==> src/rtl/icache_pkg.sv <==
// Shared definitions for the instruction-cache fill controller:
// field widths, FSM state encoding and fetch-address field extraction.
package icache_pkg;

  localparam int TAG_W       = 5;
  localparam int INDEX_W     = 7;
  localparam int WORD_W      = 3;
  localparam int BLOCK_WORDS = 8;

  typedef enum logic [1:0] {
    IDLE   = 2'd0,
    FILL   = 2'd1,
    UPDATE = 2'd2
  } fill_state_t;

  // Tag sits above the 128-block index
  function automatic logic [TAG_W-1:0] addr_tag(input logic [15:0] addr);
    return addr[15:11];
  endfunction

  // Block index selects one metadata entry and one data-array block
  function automatic logic [INDEX_W-1:0] addr_index(input logic [15:0] addr);
    return addr[10:4];
  endfunction

  // 16-bit word within the block; the byte bit below it is ignored
  function automatic logic [WORD_W-1:0] addr_word(input logic [15:0] addr);
    return addr[3:1];
  endfunction

endpackage

==> src/rtl/icache_fill_ctrl_meta_array.sv <==
// Valid/tag store for the direct-mapped cache: combinational read,
// one synchronous write port, valid bits cleared by synchronous reset.
module meta_array
  import icache_pkg::*;
#(
  parameter int ENTRIES = 128
) (
  input  logic               clk,
  input  logic               rst_n,
  input  logic [INDEX_W-1:0] rd_index,
  output logic               rd_valid,
  output logic [TAG_W-1:0]   rd_tag,
  input  logic               wr_en,
  input  logic [INDEX_W-1:0] wr_index,
  input  logic [TAG_W-1:0]   wr_tag
);

  logic [ENTRIES-1:0] valid_q;
  logic [TAG_W-1:0]   tag_q [ENTRIES];

  // Valid bits: cleared on reset, set when a fill installs an entry
  always_ff @(posedge clk) begin
    if (!rst_n) begin
      valid_q <= '0;
    end else if (wr_en) begin
      valid_q[wr_index] <= 1'b1;
    end
  end

  // Tags need no reset because an entry is only trusted while its valid bit is set
  always_ff @(posedge clk) begin
    if (wr_en) begin
      tag_q[wr_index] <= wr_tag;
    end
  end

  assign rd_valid = valid_q[rd_index];
  assign rd_tag   = tag_q[rd_index];

endmodule

==> src/rtl/icache_fill_ctrl.sv <==
// Direct-mapped instruction-cache controller: resolves hit/miss for each
// fetch, and on a miss stalls the front end, streams an 8-word block from
// memory into the external data array, then installs the tag.
module icache_fill_ctrl
  import icache_pkg::*;
#(
  parameter int INDEX_BITS      = 7,
  parameter int WORDS_PER_BLOCK = 8,
  parameter int MEM_LATENCY     = 4
) (
  input  logic               clk,
  input  logic               rst_n,
  input  logic               fetch_req,
  input  logic [15:0]        fetch_addr,
  output logic               hit,
  output logic               stall,
  output logic               mem_rd,
  output logic [15:0]        mem_addr,
  input  logic               mem_data_valid,
  input  logic [15:0]        mem_data,
  output logic               data_we,
  output logic [INDEX_W-1:0] data_index,
  output logic [WORD_W-1:0]  data_word,
  output logic [15:0]        data_wdata,
  output logic               fill_done
);

  // The controller counts responses, never cycles, so memory latency only documents the system
  localparam logic [3:0] CNT_MAX  = 4'(WORDS_PER_BLOCK);
  localparam logic [3:0] CNT_LAST = 4'(WORDS_PER_BLOCK - 1);

  fill_state_t        state_q, state_d;
  logic [TAG_W-1:0]   miss_tag_q, miss_tag_d;
  logic [INDEX_W-1:0] miss_index_q, miss_index_d;
  logic [3:0]         req_cnt_q, req_cnt_d;
  logic [3:0]         rsp_cnt_q, rsp_cnt_d;

  logic [TAG_W-1:0]   req_tag;
  logic [INDEX_W-1:0] req_index;
  logic               meta_valid;
  logic [TAG_W-1:0]   meta_tag;
  logic               meta_we;
  logic               miss;

  assign req_tag   = addr_tag(fetch_addr);
  assign req_index = addr_index(fetch_addr);

  meta_array #(
    .ENTRIES (1 << INDEX_BITS)
  ) u_meta (
    .clk      (clk),
    .rst_n    (rst_n),
    .rd_index (req_index),
    .rd_valid (meta_valid),
    .rd_tag   (meta_tag),
    .wr_en    (meta_we),
    .wr_index (miss_index_q),
    .wr_tag   (miss_tag_q)
  );

  // Fetches are only serviced in IDLE; a miss stalls in the same cycle it is seen
  assign hit        = (state_q == IDLE) & fetch_req & meta_valid & (meta_tag == req_tag);
  assign miss       = (state_q == IDLE) & fetch_req & ~hit;
  assign stall      = (state_q != IDLE) | miss;
  assign data_wdata = mem_data;

  // State, latched miss block and request/response counters
  always_ff @(posedge clk) begin
    if (!rst_n) begin
      state_q      <= IDLE;
      miss_tag_q   <= '0;
      miss_index_q <= '0;
      req_cnt_q    <= '0;
      rsp_cnt_q    <= '0;
    end else begin
      state_q      <= state_d;
      miss_tag_q   <= miss_tag_d;
      miss_index_q <= miss_index_d;
      req_cnt_q    <= req_cnt_d;
      rsp_cnt_q    <= rsp_cnt_d;
    end
  end

  // Next-state and outputs; requests and responses are independent so both can occur in one FILL cycle
  always_comb begin
    state_d      = state_q;
    miss_tag_d   = miss_tag_q;
    miss_index_d = miss_index_q;
    req_cnt_d    = req_cnt_q;
    rsp_cnt_d    = rsp_cnt_q;
    mem_rd       = 1'b0;
    mem_addr     = '0;
    data_we      = 1'b0;
    data_index   = '0;
    data_word    = '0;
    meta_we      = 1'b0;
    fill_done    = 1'b0;

    case (state_q)
      IDLE: begin
        if (miss) begin
          miss_tag_d   = req_tag;
          miss_index_d = req_index;
          req_cnt_d    = '0;
          rsp_cnt_d    = '0;
          state_d      = FILL;
        end
      end

      FILL: begin
        if (req_cnt_q < CNT_MAX) begin
          mem_rd    = 1'b1;
          mem_addr  = {miss_tag_q, miss_index_q, req_cnt_q[WORD_W-1:0], 1'b0};
          req_cnt_d = req_cnt_q + 4'd1;
        end
        if (mem_data_valid && (rsp_cnt_q < CNT_MAX)) begin
          data_we    = 1'b1;
          data_index = miss_index_q;
          data_word  = rsp_cnt_q[WORD_W-1:0];
          rsp_cnt_d  = rsp_cnt_q + 4'd1;
          if (rsp_cnt_q == CNT_LAST) begin
            state_d = UPDATE;
          end
        end
      end

      UPDATE: begin
        meta_we   = 1'b1;
        fill_done = 1'b1;
        state_d   = IDLE;
      end

      default: begin
        state_d = IDLE;
      end
    endcase
  end

endmodule
==> config.mk <==
export PLATFORM = sky130hd
export DESIGN_NAME = icache_fill_ctrl
export DESIGN_NICKNAME = d
export VERILOG_FILES = /design/src/rtl/icache_pkg.sv /design/src/rtl/icache_fill_ctrl_meta_array.sv /design/src/rtl/icache_fill_ctrl.sv
export SDC_FILE = /design/constraint.sdc
export NUM_CORES = 1
export LEC_CHECK = 0
export BUFFER_PORTS_ARGS = -buffer_cell sky130_fd_sc_hd__buf_2
export CAP_MARGIN = 20
export CORE_ASPECT_RATIO = 0.75
export CORE_MARGIN = 4
export CORE_UTILIZATION = 27
export CTS_CLUSTER_SIZE = 40
export DETAILED_ROUTE_END_ITERATION = 10
export SLEW_MARGIN = 20
export SYNTH_ARGS = -nofsm -noshare
export SYNTH_HDL_FRONTEND = slang
export SYNTH_HIERARCHICAL = 1
export SYNTH_SLANG_ARGS = --single-unit
==> constraint.sdc <==
create_clock -name clk -period 6.7 [get_ports clk]
set_input_delay 0.67 -clock clk [delete_from_list [all_inputs] [get_ports clk]]
set_output_delay 0.67 -clock clk [all_outputs]
set_load 0.01 [all_outputs]
### Yosys cells after proc, flatten, opt, wreduce, memory -nomap -nowiden

Memory sizes are Yosys's and may differ from the RTL's.
Index checks and enable logic that the tools add are counted.

| operators by class | value |
|---|---|
| add/subtract/negate cells | 2 |
| magnitude comparators | 5 |
| eq/ne operators | 8 |
| multiplexer cells | 26 |
| bitwise logic cells | 7 |
| reduce and logical (&&, ||, !) cells | 9 |

Operators with widths:

| cell | count |
|---|---|
| $or A128 B128 Y128 | 1 |
| $mux W16 | 2 |
| $lt A7 B8 Y1 const B | 2 |
| $pmux W4 S2 | 2 |
| $mux W7 | 2 |
| $mux W4 | 3 |
| $mux W1 | 9 |
| $reduce_and A3 Y1 | 3 |
| $add A4 B1 Y4 const B | 2 |
| $lt A4 B4 Y1 const B | 2 |
| $ne A2 B2 Y1 const B | 4 |
| $bmux W1 S7 | 1 |
| $demux W1 S7 | 1 |
| $ge A7 B1 Y1 const B | 1 |
| $mux W2 | 3 |
| $mux W3 | 2 |
| $eq A5 B5 Y1 | 1 |
| $and A1 B1 Y1 | 4 |
| $eq A4 B3 Y1 const B | 1 |
| $pmux W2 S2 | 1 |
| $reduce_bool A2 Y1 | 2 |
| $eq A2 B1 Y1 const B | 1 |
| $eq A2 B2 Y1 const B | 1 |
| $logic_and A1 B1 Y1 | 2 |
| other kinds (4) | 4 |

| storage, ports and cells | value |
|---|---|
| register bits after elaboration | 150 |
| RAM bits | 640 |
| output and inout port bits | 47 |
| word-level logic and storage cells | 64 |
| memories kept | 1 |

Memory list:

| name | depth | width | rd ports | clocked after Yosys merged registers in | write ports | line | text |
|---|---|---|---|---|---|---|---|
| u_meta.tag_q | 128 | 5 | 1 | 0 | 1 | icache_fill_ctrl_meta_array.sv:19 | `logic [TAG_W-1:0] tag_q [ENTRIES];` |

### Longest topological paths before layout

Gate-level depths: netlist of the first run.

| logic depth | value |
|---|---|
| depth in word-level cells | 8 |
| gate-level depth with buffers | 12 |
| gate-level depth less buffers | 8 |

### By module

Netlist of the first run, hierarchy kept.

Modules (own cells, without submodules):

| module | instances | cells an instance | area each (sq um) | seq. area each (sq um) |
|---|---|---|---|---|
| meta_array | 1 | 1407 | 29535.8 | 21780.9 |
| icache_fill_ctrl | 1 | 163 | 1371.3 | 440.4 |

### Worst setup path before layout of the first run

No wires, ideal clock.

| timing path | value |
|---|---|
| kind | input port to output port |
| start point | input fetch_addr[4] |
| end point | output stall |
| data arrival time | 3983 ps |
| data required time | 6030 ps |
| path slack | 2047 ps |
| stages | 11 |
| cell sequence | clkbuf_1 > clkbuf_1 > mux4_2 > mux4_2 > mux4_2 > mux2_2 > xor2_1 > nor4_4 > a21oi_2 > buf_6 > nand2b_1 |

RTL lines:

| element | line | text |
|---|---|---|
| from (decl) | icache_fill_ctrl.sv:14 | `input logic [15:0] fetch_addr,` |
| $mem_v2 Z128 W5 | - |  |
| net meta_tag[4] | icache_fill_ctrl.sv:41 | `logic [TAG_W-1:0] meta_tag;` |
| $eq A5 B5 Y1 | icache_fill_ctrl.sv:62 | `assign hit = (state_q == IDLE) & fetch_req & meta_valid & (meta_tag == req_tag);` |
| $and A1 B1 Y1 | icache_fill_ctrl.sv:62 |  |
| $not A1 Y1 | icache_fill_ctrl.sv:63 | `assign miss = (state_q == IDLE) & fetch_req & ~hit;` |
| $and A1 B1 Y1 | icache_fill_ctrl.sv:63 |  |
| $or A1 B1 Y1 | icache_fill_ctrl.sv:64 | `assign stall = (state_q != IDLE) \| miss;` |
| to (decl) | icache_fill_ctrl.sv:16 | `output logic stall,` |

The timed path passes the listed nets, and every way through them passes these cells. The select of a mux whose other input is x is not followed.

### Final worst setup path of the first run

Ends and elaborated chain as after synthesis.

==> summary.md, run 1 <==
| Metric | Value |
|---|---|
| Status | `complete, no violations` |
| EDFF count, synth | `640` |
| Row cnt | `107` |
| Maximum clock rate | `~190 MHz` |
| Final Setup Violations | `0` |
| Clock Path Buffers | `3` |
| Ports | `between 80 and 90` |
| Final Hold Fails | `0` |
| Post-layout util | `0.3129` |
| Die height | `301.0 µm` |
| Kind of start point of the critical path | `primary input` |
| Final-report max-slew violation count | `0` |
| Sinks on Clock Net | `790` |
| CTS tree | `done` |
| CTS Hold Buffers Added | `0` |
| Chip Width | `398.7 µm` |
| Clk_skew | `between 20 and 25 ps` |
| GP Congestion | `0.7667` |
| Yosys warnings | `6` |
| Nets | `1652` |
| Arrival @ worst endpoint | `between 4000 and 5000 ps` |
| Crit end category | `output pin` |
| Clk root buf | `clkbuf_16` |
| DRC Markers | `0` |
| Post-Syn Nets | `about 1600` |
| Vias in the first global route | `around 15000` |
| Vias per inst | `a little under 5` |
| First-pass GRT wire length | `roughly 110 mm` |
| Antenna Nets Post-Route | `0` |
| Post-CTS setup buffer count | `0` |
| DIE AREA | `0.1200 mm²` |
| Synth async-reset ratio | `0` |
| Share of cells above drive strength 1 | `0.2793` |
| Lkg Pwr | `11.19 nW` |
| CP Class | `primary input to output pin` |
| Clock-pin slew on the worst setup and hold paths | `70 ps` |
| Worst-path maximum fanout | `47` |
| Cell variety after synth | `44` |
| CTS HTree Levels | `3` |
| Vias | `15472` |
| Num CTS Buffers | `77` |
| Pin count of the biggest net entering global routing | `slightly above 100` |
| Tightest Pin Transition | `about 1000 ps` |
| Initial DRC Count | `1722` |
| Avg Cell Area, Syn | `roughly 20 µm²` |
| Required time of the critical path | `approximately 6000 ps` |
| Initial antenna violation count | `7` |
| Seq. cell area | `0.02224 mm²` |
| Crit path time final | `5210 ps` |
| Post-synthesis sequential area ratio | `0.7190` |
| # port buffers | `45` |
| Rel. slew slack | `0.3359` |
| Ys flop type | `edfxtp_1` |
| DRT Pass-1 Iters | `5` |
| Grt ovf | `0` |
| Post-Syn Area | `roughly 0.031 mm²` |
| PostCTS Resize Cnt | `0` |
| Routed wire length | `73.44 mm` |
| Peak supply drop | `132.7 µV` |
| Max-cap violations | `0` |
| Worst Hold Class | `primary input to flop` |
| RSZ-0062 raised after global routing | `no` |
| Power per Cell Area | `289.3 mW/mm²` |
| GRT Total Usage | `0.1218` |
| Worst-Skew Late Latency | `620 ps` |
| Core area | `0.1135 mm²` |
| Post-Synthesis Cells | `1570` |
| HPWL after detailed placement | `45.47 mm` |
| WL/cell | `22.89 µm` |
| Yosys reg bits | `790` |
| Final period utilization | `0.7776` |
| Multi-input logic area | `0.008157 mm²` |
| Filler instances | `10899` |
| Starting Density | `0.2722` |
| Fin Setup TNS | `0 ps` |
| Area growth from synthesis to layout | `14.94%` |
worst paths after layout:
path         slack, ps  depth (start not counted)                             start                          endpoint
min                340                          3                    fetch_addr[13]        miss_tag_q[2]$_SDFFE_PN0P_
max reg2reg       3030                          9     u_meta/tag_q[87][4]$_DFFE_PP_         rsp_cnt_q[1]$_SDFFE_PN0P_
min reg2reg        460                          1  u_meta/valid_q[126]$_SDFFE_PN0P_  u_meta/valid_q[126]$_SDFFE_PN0P_
max               1490                         11                     fetch_addr[4]                             stall
power by group:
part | leakage [nW] | switching, mW | internal, mW | total (mW)
Combinational | 2.76 | 0.279 | 0.191 | 0.470
Sequential | 7.13 | 0.0483 | 5.32 | 5.37
Clock | 1.29 | 1.82 | 2.62 | 4.44
Total | 11.2 | 2.15 | 8.13 | 10.3
per-layer routing:
layer | share of wire | vias up | track usage
li1 | - | 6444 | -
met1 | 0.45 | 8297 | 0.1829
met2 | 0.43 | 631 | 0.1705
met3 | 0.10 | 100 | 0.03839
met4 | 0.017 | 0 | 0.02864
met5 | 0 | - | 0
cell type report:
cell class / instances / share of cell area
Sequential cell: 790 / 0.6261
Clock inverter: 36 / 0.01109
Tap cell: 1526 / 0.05375
Clock buffer: 108 / 0.06298
Multi-Input combinational cell: 667 / 0.2296
Antenna cell: 4 / 0.0002818
Timing Repair Buffer: 74 / 0.01581
Inverter: 4 / 0.0004227
cells by family (layout without fill, tap and decap cells):
logic type                 Yosys count  after routing  share of synthesized area
DFF                                790            790                     0.7190
other                                1              5                  0.0001213
muxes                              271            271                     0.1900
and+or+nand+nor                    247            247                    0.03733
buffers and inverters              113            222                    0.01729
xor gates and xnor gates             5              5                   0.001417
adders and majority gates            2              2                  0.0008095
AOI/OAI and AO/OA                  141            141                    0.03405
cells in the mapped netlist, types with 2 or more instances:
library cell | n | share of area
a21oi_1 | 3 | 0.00049
a31oi_1 | 3 | 0.00061
and2_1 | 26 | 0.0053
buf_1 | 8 | 0.00097
buf_2 | 22 | 0.0036
buf_4 | 18 | 0.0044
buf_6 | 2 | 0.00073
clkbuf_1 | 59 | 0.0072
dfxtp_1 | 150 | 0.097
edfxtp_1 | 640 | 0.62
ha_1 | 2 | 0.00081
inv_1 | 3 | 0.00036
mux2_2 | 6 | 0.0022
mux2i_1 | 13 | 0.0042
mux4_2 | 252 | 0.18
nand2_1 | 36 | 0.0044
nand2b_1 | 4 | 0.00081
nand3_1 | 10 | 0.0016
nand3b_1 | 4 | 0.00097
nand4_1 | 3 | 0.00061
nand4b_1 | 2 | 0.00057
nor2_1 | 137 | 0.017
nor2b_1 | 5 | 0.0010
nor3_1 | 2 | 0.00032
nor4_4 | 2 | 0.0014
o211ai_1 | 2 | 0.00049
o21a_1 | 129 | 0.031
or2_1 | 6 | 0.0012
or3b_1 | 2 | 0.00057
or4_1 | 2 | 0.00049
xor2_1 | 4 | 0.0011
sequential cells by signal (all words and copies together), names as in the netlist:
name,cells
u_meta/tag_q,640
u_meta/valid_q,128
miss_index_q,7
miss_tag_q,5
req_cnt_q,4
rsp_cnt_q,4
state_q,2
cell usage in the layout (no fill, tap or decap), drive strengths merged, types with 2 or more instances in the layout:
master    count
nand2b        4
buf          73
diode         4
inv           9
nand4b        2
nand2        36
a31oi         3
mux2          6
bufinv        7
or4           2
nor3          2
or2           6
nor2        138
dfxtp       150
nand4         3
clkinvlp      3
nand3b        4
nor4          3
a21oi         4
nand3        10
and2         26
clkinv       21
or3b          2
o211ai        2
xor2          4
mux4        252
ha            2
mux2i        13
o21a        129
nor2b         5
clkbuf      109
edfxtp      640
stage by stage:
stage	setup slack, ps	hold slack [ps]	instance area (µm²)	cells	total power [mW]
6_report	1490	342.7	35520	3209	10.28
5_1_grt	1301	326.8	35520	3206	10.62
4_1_cts	1455	299.5	35510	3205	10.39
3_5_place_dp	1462	449.8	32880	3061	5.952
3_3_place_gp	1490	440.2	32880	3061	5.940
2_1_floorplan	2047	435.4	30910	1570	5.777
critical path, cell delays in order:
cell	delay [ps]
buf_8	460
buf_12	340
mux4_2	610
mux4_2	550
mux4_2	500
mux2_2	310
xor2_1	170
nor4_4	420
a21oi_2	110
nand2b_1	170
buf_2	150
No activity file was read; power rests on OpenSTA's default activity.
==> run 2, diff against run 1 <==
- clock period: 6.7 -> 5 ns (I/O delays scaled with it)
==> run 2 against run 1 <==
Effect of this change: power grew 34%; clock power rose by 34%; via count is 0.14% higher; critical path depth unchanged; die area unchanged; combinational power is 33% higher; global-route usage about the same; critical path type unchanged; cell area increased by 0.36%; critical endpoint unchanged.
==> summary.md, run 2 (synthesized netlist as in run 1, its figures left out) <==
| Metric | Value |
|---|---|
| Crit end category | `output pin` |
| HPWL after detailed placement | `47.52 mm` |
| Pwr Total | `13.77 mW` |
| Placed cell area | `around 0.033 mm²` |
| Final instance area | `0.03565 mm²` |
| Core area | `0.1135 mm²` |
| # port buffers | `between 40 and 50` |
| Maximum clock rate | `about 220 MHz` |
| Hold Path Sink | `miss_tag_q[3]$_SDFFE_PN0P_` |
| GRT Total Usage | `0.1218` |
| Final period utilization | `0.9182` |
| Final Setup Violations | `0` |
| Clock-pin slew on the worst setup and hold paths | `60 ps` |
| WL/cell | `22.75 µm` |
| Worst-path maximum fanout | `20` |
| Largest reg by FF count | `u_meta/tag_q` |
| Fin Setup TNS | `0 ps` |
| Clk_skew | `16.50 ps` |
| Initial DRC Count | `1563` |
| Pin count of the biggest net entering global routing | `106` |
| Worst Hold Class | `primary input to flop` |
| Clk root buf | `clkbuf_16` |
| Starting Density | `0.2722` |
| Arrival @ worst endpoint | `4090 ps` |
| Final Hold Fails | `0` |
| Hold Slack | `177.8 ps` |
| Worst-case reg-to-reg path depth | `9` |
| First-pass GRT wire length | `108.1 mm` |
| Largest registers | `u_meta/tag_q x640, u_meta/valid_q x128, miss_index_q x7` |
| Grt ovf | `0` |
| Nets | `between 1500 and 2000` |
| Lkg Pwr | `11.24 nW` |
| RSZ-0062 raised after global routing | `no` |
| CTS HTree Levels | `3` |
| DIE AREA | `0.1200 mm²` |
| Most common cell after layout, fill and taps aside | `edfxtp_1` |
| Crit-path leading delay family | `multiplexers` |
| Die height | `301.0 µm` |
| Post-CTS setup buffer count | `0` |
| FF-to-FF End | `rsp_cnt_q[1]$_SDFFE_PN0P_` |
| Status | `complete, no violations` |
| CP Class | `primary input to output pin` |
| Rel. slew slack | `0.3616` |
| Max-cap violations | `0` |
| Most frequent CP cell | `mux4_2` |
| Most frequent cells in the layout | `640 x edfxtp_1, 252 x mux4_2, 145 x dfxtp_1` |
| Filler instances | `10898` |
| Chip Width | `398.7 µm` |
| Routed wire length | `73.26 mm` |
| Area growth from synthesis to layout | `15.35%` |
| Required time of the critical path | `4500 ps` |
| Final-report max-slew violation count | `0` |
| Row cnt | `107` |
| Vias per inst | `4.812` |
| Tightest Pin Transition | `957.5 ps` |
| Worst hold start | `fetch_addr[14]` |
| Initial antenna violation count | `3` |
| Vias | `15494` |
| Sequence of cells on the critical path | `buf_8, buf_4, mux4_2, mux4_2, mux4_2, mux2_2, xor2_1, nor4_4, a21oi_2, nand2b_1, buf_2` |
| PostCTS Resize Cnt | `0` |
| Ports | `83` |
| Slowest Stage Delay on Critical Path | `slightly below 600 ps` |
| Antenna Nets Post-Route | `0` |
| Clock Path Buffers | `3` |
| Kind of start point of the critical path | `primary input` |
| Hold Path Stages | `3` |
| Crit path time final | `4591 ps` |
| DRC Markers | `0` |
| Num CTS Buffers | `80` |
| Vias in the first global route | `15593` |
| Critical path's slowest cell | `mux4_2` |
| Flop-to-flop setup slack | `roughly 1400 ps` |
| Sinks on Clock Net | `790` |
| Crit path buf inv count | `3` |
| Worst-Skew Late Latency | `630 ps` |
| CTS Hold Buffers Added | `0` |
| Max FFs per register | `640` |
| CTS tree | `done` |
| DRT Pass-1 Iters | `6` |
| FF-to-FF Start | `u_meta/tag_q[69][0]$_DFFE_PP_` |
| Peak supply drop | `approximately 230 µV` |
| Power per Cell Area | `386.1 mW/mm²` |
| GP Congestion | `0.7905` |
| Share of cells above drive strength 1 | `0.2782` |
-- run 2: metal layers --
metal,part of all wire,global-route usage,vias to the layer above,wire length (µm)
met5,0,0,-,0
met4,0.018,0.02446,0,1289
met3,0.079,0.02914,95,5775
met2,0.44,0.1792,593,32300
met1,0.46,0.1834,8358,33900
li1,-,-,6448,-
-- run 2: worst register-to-register path: stages (launching register included) --
cell and delay (ps):
edfxtp_1 360, mux4_2 530, mux4_2 580, mux4_2 540
mux2_2 290, xor2_1 170, nor4_4 430, a21oi_2 110
buf_4 260, nor4_4 280
-- run 2: how the worst max path moves through the flow --
stage | endpoint | slack, ps | startpoint | cells past startpoint
5_1_grt | stall | 260 | fetch_addr[4] | 11
4_1_cts | stall | 370 | fetch_addr[4] | 11
3_5_place_dp | stall | 370 | fetch_addr[4] | 11
3_3_place_gp | stall | 380 | fetch_addr[4] | 11
2_1_floorplan | stall | 690 | fetch_addr[4] | 11
6_report | stall | 410 | fetch_addr[4] | 11
-- run 2: final cells by class --
class,count,area (µm²),area share
tap,1526,1909,0.05355
clock buffer,118,2306,0.06468
antenna,1,2.502,0.00007019
sequential,790,22240,0.6238
clock inverter,32,335.3,0.009405
inverter,4,15.01,0.0004211
multi-input combinational,667,8152,0.2286
timing repair buffer,82,693.2,0.01944
-- run 2: power by group --
| group | switching [mW] | total (mW) | internal, mW |
|---|---|---|---|
| Sequential | 0.0771 | 7.21 | 7.13 |
| Clock | 2.45 | 5.93 | 3.48 |
| Combinational | 0.360 | 0.625 | 0.265 |
| Total | 2.89 | 13.8 | 10.9 |
-- run 2: through the flow --
step | setup WS, ps | cells | utilization
after floorplan | 687.1 | 1570 | -
after global placement | 381.9 | 3069 | 0.2908
after detailed placement | 370.2 | 3069 | 0.2908
after CTS | 366.4 | 3219 | 0.3140
after global routing | 257.3 | 3219 | 0.3140
final | 408.8 | 3220 | 0.3140
==> run 3, diff against run 2 <==
- clock period: 5 -> 4.4 ns (I/O delays scaled with it)
==> run 3 against run 2 <==
Effect of this change: wire length about the same; die area unchanged; power up 13%; critical path depth unchanged; non-clock buffer count up 10; clock skew up 8.3 ps; via count up 0.12%; cell area up 0.13%; flip-flop and latch count unchanged; largest cell class unchanged; largest power group unchanged.
==> summary.md, run 3 (synthesized netlist as in run 1, its figures left out) <==
| Metric | Value |
|---|---|
| Area growth from synthesis to layout | `15.50%` |
| Vias in the first global route | `15728` |
| GP Congestion | `0.7793` |
| Initial antenna violation count | `8` |
| Final Setup Violations | `0` |
| Final instance area | `~0.036 mm²` |
| Lkg Pwr | `11.29 nW` |
| Num CTS Buffers | `78` |
| Critical path's slowest cell | `mux4_2` |
| Share of cells above drive strength 1 | `0.2823` |
| Maximum clock rate | `233.3 MHz` |
| Slowest Stage Delay on Critical Path | `580 ps` |
| Kind of start point of the critical path | `primary input` |
| Required time of the critical path | `3960 ps` |
| RSZ-0062 raised after global routing | `no` |
| P_int | `between 10 and 15 mW` |
| Clk_skew | `24.81 ps` |
| Tightest Pin Transition | `1202 ps` |
| Hold Slack | `100.2 ps` |
| Worst-Skew Late Latency | `between 600 and 700 ps` |
| DIE AREA | `0.1200 mm²` |
| Die height | `301.0 µm` |
| Ports | `between 80 and 90` |
| Antenna Nets Post-Route | `0` |
| Largest reg by FF count | `u_meta/tag_q` |
| Met3 routed WL | `7.433 mm` |
| Crit end category | `output pin` |
| Filler instances | `between 10000 and 15000` |
| Crit path time final | `4286 ps` |
| Clock-pin slew on the worst setup and hold paths | `roughly 60 ps` |
| Grt ovf | `0` |
| Final period utilization | `0.9741` |
| Sinks on Clock Net | `790` |
| Post-CTS setup buffer count | `0` |
| Worst slack, placed | `~110 ps` |
| Worst-path maximum fanout | `27` |
| Final setup margin | `113.8 ps` |
| Most frequent CP cell | `mux4_2` |
| Sequence of cells on the critical path | `buf_8, buf_12, mux4_2, mux4_2, mux4_2, mux2_2, xor2_1, nor4_4, a21oi_2, nand2b_1, buf_2` |
| Switching share of power | `0.2074` |
| Largest registers | `u_meta/tag_q x640, u_meta/valid_q x128, miss_index_q x7` |
| P_sw | `around 3.2 mW` |
| Power per Cell Area | `approximately 440 mW/mm²` |
| Row cnt | `107` |
| WL/cell | `22.71 µm` |
| Met2 wire length | `31.93 mm` |
| Crit path buf inv count | `3` |
| Routed wire length | `73.28 mm` |
| Final Hold Fails | `0` |
| GRT Total Usage | `0.1213` |
| CTS tree | `done` |
| Most frequent cells in the layout | `640 x edfxtp_1, 252 x mux4_2, 145 x dfxtp_1` |
| Clock power share | `0.427` |
| Comb pwr share | `0.047` |
| CP Class | `primary input to output pin` |
| Final-report max-slew violation count | `0` |
| Worst Hold Class | `primary input to flop` |
| First-pass GRT wire length | `107.8 mm` |
| Peak supply drop | `around 300 µV` |
| Pin count of the biggest net entering global routing | `about 110` |
| Core area | `about 0.11 mm²` |
| Max FFs per register | `640` |
| Starting Density | `0.2722` |
| Initial DRC Count | `~1500` |
| Fin Setup TNS | `0 ps` |
| Clock Path Buffers | `3` |
| Nets | `~1700` |
| Rel. slew slack | `0.1989` |
| Crit-path leading delay family | `multiplexers` |
| Vias | `roughly 16000` |
| Max-cap violations | `0` |
| Arrival @ worst endpoint | `3850 ps` |
| DRC Markers | `0` |
| Met1 Wirelength | `32.57 mm` |
| Status | `complete, no violations` |
| DRT Pass-1 Iters | `5` |
| Max Used Layer | `met4` |
| Sequential power share | `0.526` |
| Vias per inst | `between 4 and 5` |
| # port buffers | `45` |
| Placed cell area | `0.03311 mm²` |
| Most common cell after layout, fill and taps aside | `edfxtp_1` |
| Chip Width | `398.7 µm` |
| Clk root buf | `clkbuf_16` |
| HPWL after detailed placement | `47.58 mm` |
| CTS HTree Levels | `3` |
run 3: cell count changes in the layout (fill, tap and decap cells not counted), sizes merged:
cell | before | now
diode | 1 | 4
bufinv | 5 | 7
buf | 81 | 91
clkbuf | 119 | 110
clkinv | 17 | 24
clkinvlp | 4 | 1
inv | 10 | 7
run 3: area by class of cell:
type	count	area [µm²]	share of cell area
Antenna cell	4	10.01	0.0002804
Clock buffer	109	2201	0.06165
Clock inverter	35	371.6	0.01041
Inverter	4	15.01	0.0004206
Multi-Input combinational cell	667	8152	0.2283
Sequential cell	790	22240	0.6230
Tap cell	1526	1909	0.05348
Timing Repair Buffer	92	800.8	0.02243
run 3: worst paths after layout:
check	start	endpoint	slack, ps	depth (start not counted)
worst min-delay path	fetch_addr[13]	miss_tag_q[2]$_SDFFE_PN0P_	100	3
worst max register to register	u_meta/tag_q[87][0]$_DFFE_PP_	rsp_cnt_q[1]$_SDFFE_PN0P_	830	9
worst max-delay path	fetch_addr[4]	stall	110	11
worst min register to register	u_meta/valid_q[20]$_SDFFE_PN0P_	u_meta/valid_q[20]$_SDFFE_PN0P_	460	1
run 3: through the flow:
stage / cells / utilization / power (mW)
after global placement: 3079 / 0.2916 / 9.067
final: 3227 / 0.3145 / 15.56
after floorplan: 1570 / - / 8.797
after detailed placement: 3079 / 0.2916 / 9.089
after CTS: 3223 / 0.3143 / 15.71
after global routing: 3224 / 0.3144 / 16.08
run 3: routing by layer:
metal  vias to the layer above  GRT usage
li1                       6473          -
met1                      8339     0.1795
met2                       608     0.1724
met3                        92    0.03861
met4                         0    0.02933
met5                         -          0
run 3: tightest hold or removal path, stage by stage:
cell and delay, ps:
buf_2 120, nand2_1 50, mux2i_1 60
run 3: repair_timing:
action                     CTS  global route
setup endpoints to repair    0             1
resized for setup            0             1
hold buffers                 0             0
run 3: power by group through the flow:
stage,sequential (mW),combinational (mW),clock (mW)
6_report,8.18,0.736,6.64
3_5_place_dp,8.34,0.746,0
4_1_cts,8.18,0.747,6.78
3_3_place_gp,8.34,0.731,0
5_1_grt,8.18,0.786,7.11
2_1_floorplan,8.34,0.459,0
